## config.mk

```make
export PLATFORM = sky130hd
export DESIGN_NAME = spi_xfer_ctrl
export DESIGN_NICKNAME = d
export VERILOG_FILES = /design/src/rtl/spi_xfer_ctrl.sv
export SDC_FILE = /design/constraint.sdc
export NUM_CORES = 1
export LEC_CHECK = 0
export ABC_AREA = 1
export CAP_MARGIN = 20
export CORE_MARGIN = 3
export CORE_UTILIZATION = 39
export CTS_CLUSTER_DIAMETER = 150
export DETAILED_ROUTE_END_ITERATION = 7
export MAX_ROUTING_LAYER = met4
export PLACE_DENSITY = 0.62
export SLEW_MARGIN = 20
export SYNTH_ARGS = -nofsm -noshare
export SYNTH_HDL_FRONTEND = slang
export SYNTH_SLANG_ARGS = --single-unit
```

## constraint.sdc

```tcl
create_clock -name clk -period 3 [get_ports clk]
set_clock_uncertainty 0.15 [all_clocks]
set_input_delay 0.3 -clock clk [delete_from_list [all_inputs] [get_ports clk]]
set_output_delay 0.3 -clock clk [all_outputs]
set_load 0.02 [all_outputs]
```

## src/rtl/spi_xfer_ctrl.sv

```systemverilog
// SPI master byte-transfer controller.
// Sequences sck/mosi/ss_n from the CTRL/INTCTRL fields, assembles the received
// byte from miso, and returns RDATA/IF/WRCOL hardware updates to the CSR block.
//
// state | meaning
// IDLE  | bus parked: sck follows CPOL, ss_n high, waiting for a DATA write
// SHIFT | 16 sck half-periods in progress, bits shifted out and sampled
// DONE  | one cycle: received byte and IF handed to the register block
module spi_xfer_ctrl #(
  parameter int DATA_W = 8
) (
  input  logic              clk,
  input  logic              rst,
  input  logic              ctrl_enable,
  input  logic              ctrl_master,
  input  logic [1:0]        ctrl_mode,
  input  logic [1:0]        ctrl_prescaler,
  input  logic              ctrl_clk2x,
  input  logic              ctrl_dord,
  input  logic [1:0]        intctrl_intlvl,
  input  logic              status_if,
  input  logic              tx_wr,
  input  logic [DATA_W-1:0] tx_data,
  output logic [DATA_W-1:0] rdata_next,
  output logic              rdata_we,
  output logic              if_next,
  output logic              if_we,
  output logic              wrcol_next,
  output logic              wrcol_we,
  output logic              busy,
  output logic              sck,
  output logic              mosi,
  input  logic              miso,
  output logic              ss_n,
  output logic              irq
);

  typedef enum logic [1:0] {IDLE, SHIFT, DONE} state_t;

  state_t              state;
  logic [6:0]          hcnt;     // down-counter to the next sck edge
  logic [6:0]          hm1_q;    // latched half-period minus one
  logic [3:0]          ecnt;     // sck edges already generated
  logic [DATA_W-1:0]   tx_q;
  logic [DATA_W-1:0]   rx_q;
  logic                cpol_q;
  logic                cpha_q;
  logic                dord_q;

  logic                run_ok;
  logic                start;
  logic                tick;
  logic                lead;
  logic                sample_now;
  logic                drive_now;
  logic [2:0]          out_pos;
  logic [2:0]          out_idx;
  logic [2:0]          first_idx;
  logic [DATA_W-1:0]   rx_shift;

  // Half-period minus one, so a terminal count of zero lands on edge k*H.
  function automatic logic [6:0] half_m1(input logic [1:0] presc, input logic c2x);
    logic [6:0] h;
    case (presc)
      2'd0:    h = c2x ? 7'd0  : 7'd1;
      2'd1:    h = c2x ? 7'd3  : 7'd7;
      2'd2:    h = c2x ? 7'd15 : 7'd31;
      default: h = c2x ? 7'd31 : 7'd63;
    endcase
    return h;
  endfunction

  assign if_next    = 1'b1;
  assign wrcol_next = 1'b1;

  // Interrupt is a pure function of the register fields; IF clearing lives in the CSR block.
  assign irq = status_if & (intctrl_intlvl != 2'd0);

  // Edge classification and bit selection for the edge about to be generated.
  always_comb begin
    run_ok     = ctrl_enable & ctrl_master;
    start      = tx_wr & run_ok;
    tick       = (hcnt == 7'd0);
    lead       = ~ecnt[0];
    sample_now = lead ^ cpha_q;
    // CPHA=0 preloads bit 0 at start, so the trailing edge after the last sample drives nothing.
    drive_now  = cpha_q ? lead : (~lead & (ecnt != 4'd15));
    out_pos    = cpha_q ? ecnt[3:1] : ecnt[3:1] + 3'd1;
    out_idx    = dord_q ? out_pos : 3'd7 - out_pos;
    first_idx  = ctrl_dord ? 3'd0 : 3'd7;
    rx_shift   = dord_q ? {miso, rx_q[DATA_W-1:1]} : {rx_q[DATA_W-2:0], miso};
  end

  // Transfer FSM with all pad and register-update outputs registered.
  always_ff @(posedge clk) begin
    if (rst) begin
      state      <= IDLE;
      hcnt       <= '0;
      hm1_q      <= '0;
      ecnt       <= '0;
      tx_q       <= '0;
      rx_q       <= '0;
      cpol_q     <= 1'b0;
      cpha_q     <= 1'b0;
      dord_q     <= 1'b0;
      rdata_next <= '0;
      rdata_we   <= 1'b0;
      if_we      <= 1'b0;
      wrcol_we   <= 1'b0;
      busy       <= 1'b0;
      sck        <= 1'b0;
      mosi       <= 1'b0;
      ss_n       <= 1'b1;
    end else begin
      rdata_we <= 1'b0;
      if_we    <= 1'b0;
      wrcol_we <= 1'b0;
      case (state)
        IDLE: begin
          sck  <= ctrl_mode[1];
          ss_n <= 1'b1;
          busy <= 1'b0;
          if (start) begin
            state  <= SHIFT;
            tx_q   <= tx_data;
            rx_q   <= '0;
            cpol_q <= ctrl_mode[1];
            cpha_q <= ctrl_mode[0];
            dord_q <= ctrl_dord;
            hm1_q  <= half_m1(ctrl_prescaler, ctrl_clk2x);
            hcnt   <= half_m1(ctrl_prescaler, ctrl_clk2x);
            ecnt   <= '0;
            busy   <= 1'b1;
            ss_n   <= 1'b0;
            if (!ctrl_mode[0]) mosi <= tx_data[first_idx];
          end
        end
        SHIFT: begin
          if (tx_wr) wrcol_we <= 1'b1;
          if (!run_ok) begin
            state <= IDLE;
            sck   <= cpol_q;
            ss_n  <= 1'b1;
            busy  <= 1'b0;
          end else if (tick) begin
            hcnt <= hm1_q;
            sck  <= ~sck;
            ecnt <= ecnt + 4'd1;
            if (sample_now) rx_q <= rx_shift;
            if (drive_now) mosi <= tx_q[out_idx];
            if (ecnt == 4'd15) begin
              state      <= DONE;
              rdata_we   <= 1'b1;
              if_we      <= 1'b1;
              rdata_next <= sample_now ? rx_shift : rx_q;
            end
          end else begin
            hcnt <= hcnt - 7'd1;
          end
        end
        DONE: begin
          if (tx_wr) wrcol_we <= 1'b1;
          state <= IDLE;
          busy  <= 1'b0;
          ss_n  <= 1'b1;
        end
        default: begin
          state <= IDLE;
        end
      endcase
    end
  end

endmodule

```

==> flow_summary.yaml <==
synthesis:
  synth_cell_types: 38
  synth_top_area_share_pct: 37.43
  synth_compound_area_share_pct: 23.62
  syn_area_per_cell_um2: 7.457
  synth_fa_ha_area_share_pct: 4.948
  synth_flop_cell: "dfxtp_1"
  syn-instance-count: 373
  synth_top_family_by_area: "compound AO/OA/AOI/OAI gates"
  synth_mux_area_share_pct: 0.3599
  synth_seq_cells: 52
  ys_seq_area_share_pct: 37.43
  synth_edf_count: 0
  async_reset_ff_share_pct: 0
  synth_top_cells_by_area: "dfxtp_1 (37%), nand2_1 (8.5%), o21ai_0 (8.5%)"
  ys_warn_count: 0
  synthXorXnorAreaFrac_pct: 1.574
  synth-simple-area-share_pct: 22.04
  netlist_area_mm2: 0.002781
  yosysTopAreaCell: "dfxtp_1"
clock_tree:
  clock_latency_ns: 0.30
  clockBufferDepth: 2
  h-tree-depth: 2
  numCtsBuffers: 5
  cts-resized-gates: 0
  clock-sinks: 52
  cts_hold_buf: 0
  cts_tree: "built"
  cts.clk_slew.worst_paths_ns: 0.10
  post-cts-setup-buffer-count: 0
  cts_root_buf: "clkbuf_8"
final_layout:
  area_growth_pct: 19.88
  finalNonFillerCells: 501
  final_common_cell: "nand2_1"
  final_cell_mix: "nand2_1 (63), dfxtp_1 (52), o21ai_0 (47)"
  fin_nets: 438
  diodes: 0
  drive_gt1_share_pct: 8.889
timing:
  fin_crit_ns: 2.180
  min_period_over_period_pct: 72.68
  rsz0062_at_grt: "no"
  setup_viol: 0
  setup_tns_ns: 0
  max_freq_ghz: 0.4586
  finalMaxSlewViolations: 0
  relSlewSlack_pct: 56.33
  worst_pin_slew_ns: 0.6543
  finalHoldViolCount: 0
job:
  max_cap_viol_count: 0
power_and_ir_drop:
  vdd_drop_max_uv: 461.4
  pwr-share-comb_pct: 46.1
  power_switching_uw: 1111
  p_seq_share_pct: 33.6
  pwr-share-clk_pct: 20.3
  power_uw: 2603
  intPower_uw: 1492
  p_sw_share_pct: 42.68
  leakage_uw: 0.001354
  p_per_area_mw_per_mm2: 780.6
global_route:
  grt_pass1_wl_um: 10540
  grt.overflow.total: 0
  grt_pass1_vias: 2289
  antenna_found_initial: 0
  grtUsageTotal_pct: 15.73
  grt_max_degree: 24
hold_path:
  min_to: "tx_q[6]"
  holdPathStages: 2
  min-delay-start: "tx_q[6]"
  worstHoldPathType: "reg -> reg"
die:
  fp.dieW_um: 90.45
  num_io_pins: 41
  core_area_mm2: 0.006869
  rows: 30
  start_util_pct: 40.49
  die-area_mm2: 0.008181
  die_h_um: 90.45
setup_path:
  critPathLaunchType: "flop"
  rr_startpoint: "state[1]"
  required_ns: 3.05
  r2r_cells: 7
  cp.arrival_ns: 2.23
  crit_path_max_fanout: 16
  r2r-end: "rdata_next[6]"
  regToRegSetupSlack_ns: 0.82
  critPathKind: "reg -> reg"
  end_kind: "flop"
placement:
  finalWeightedCongestion: 0.8065
  placedCellCount: 493
  port_buffers: 38
  dp_hpwl_um: 4486
run_status:
  status: "finished clean"
routing:
  detail-route-antenna-nets: 0
  post_drt_wl_per_cell_um: 12.27
  first_iter_violations: 108
  vias_per_cell: 4.964
  firstDrtPassIters: 4
  drt_wl_total_um: 6148
  drt_drc_violations_left: 0
  vias: 2487
==> worst max-delay path, stage by stage, from the launching register on <==
cell and delay (ns):
dfxtp_1 0.32, inv_1 0.09, ha_1 0.41, nand2_1 0.20
nor2_2 0.53, nand2_1 0.13, o21ai_0 0.19, nor2_1 0.05
==> power by group through the flow <==
| stage | Clock [uW] | Combinational [uW] | Sequential (uW) |
|---|---|---|---|
| finish | 527 | 1200 | 875 |
| global route | 566 | 1350 | 889 |
| global placement | 0 | 1190 | 888 |
| floorplan | 0 | 945 | 893 |
| CTS | 544 | 1200 | 874 |
| detailed placement | 0 | 1200 | 887 |
==> kinds of logic after synthesis <==
group,after synthesis
other cells,1
buf+inv,64
xor+xnor,5
compound gates,111
simple gates,128
flops,52
mux,1
fa+ha+maj,11
==> cells in the mapped netlist, types with 4 or more instances <==
cell type,number
inv_1,39
nand2_1,63
dfxtp_1,52
a21oi_1,31
nand3_1,21
a31oi_1,7
nor2_1,22
clkbuf_1,8
buf_4,8
o21ai_0,47
a311oi_1,7
ha_1,11
nand2_2,4
inv_2,6
nor3_1,4
==> per-stage QoR <==
stage	hold slack [ns]	util [%]	cell area [um^2]	setup WS (ns)
floorplan	0.2706	-	2785	1.318
global placement	0.2952	46.70	3208	0.8095
detailed placement	0.3006	46.70	3208	0.7808
CTS	0.3136	48.54	3334	0.8261
global route	0.3455	48.54	3334	0.5571
finish	0.3109	48.54	3334	0.8197
==> how the worst max path moves through the flow <==
| stage | from | slack [ns] | endpoint |
|---|---|---|---|
| final | state[1] | 0.82 | rdata_next[6] |
| after floorplan | state[0] | 1.32 | rx_q[6] |
| after global routing | state[1] | 0.56 | rdata_next[0] |
| after global placement | ctrl_enable | 0.81 | rdata_next[6] |
| after detailed placement | ctrl_enable | 0.78 | rdata_next[6] |
| after CTS | state[1] | 0.83 | rdata_next[6] |
==> flip-flops by register name, indices dropped and copies added, names as in the netlist <==
name,cells
dord_q,1
tx_q,8
hcnt,7
rx_q,8
busy,1
hm1_q,6
sck,1
ss_n,1
cpol_q,1
if_we,1
state,2
cpha_q,1
wrcol_we,1
rdata_next,8
ecnt,4
mosi,1
==> area by class of cell <==
type                    instances  area (um^2)
inverters                      46        175.2
multi-input cells             258         1469
fillers                       701         3535
clock buffers                   7        96.34
flip-flops and latches         52         1041
repair buffers                 41        402.9
clock inverters                 1        30.03
well taps                      96        120.1
==> per-layer routing <==
layer	global-route usage (%)	share of wire [%]
met1	20.81	51
met2	24.70	44
met3	2.833	3.7
met4	4.464	0.83
met5	-	0
(Power assumes the default switching activity.)
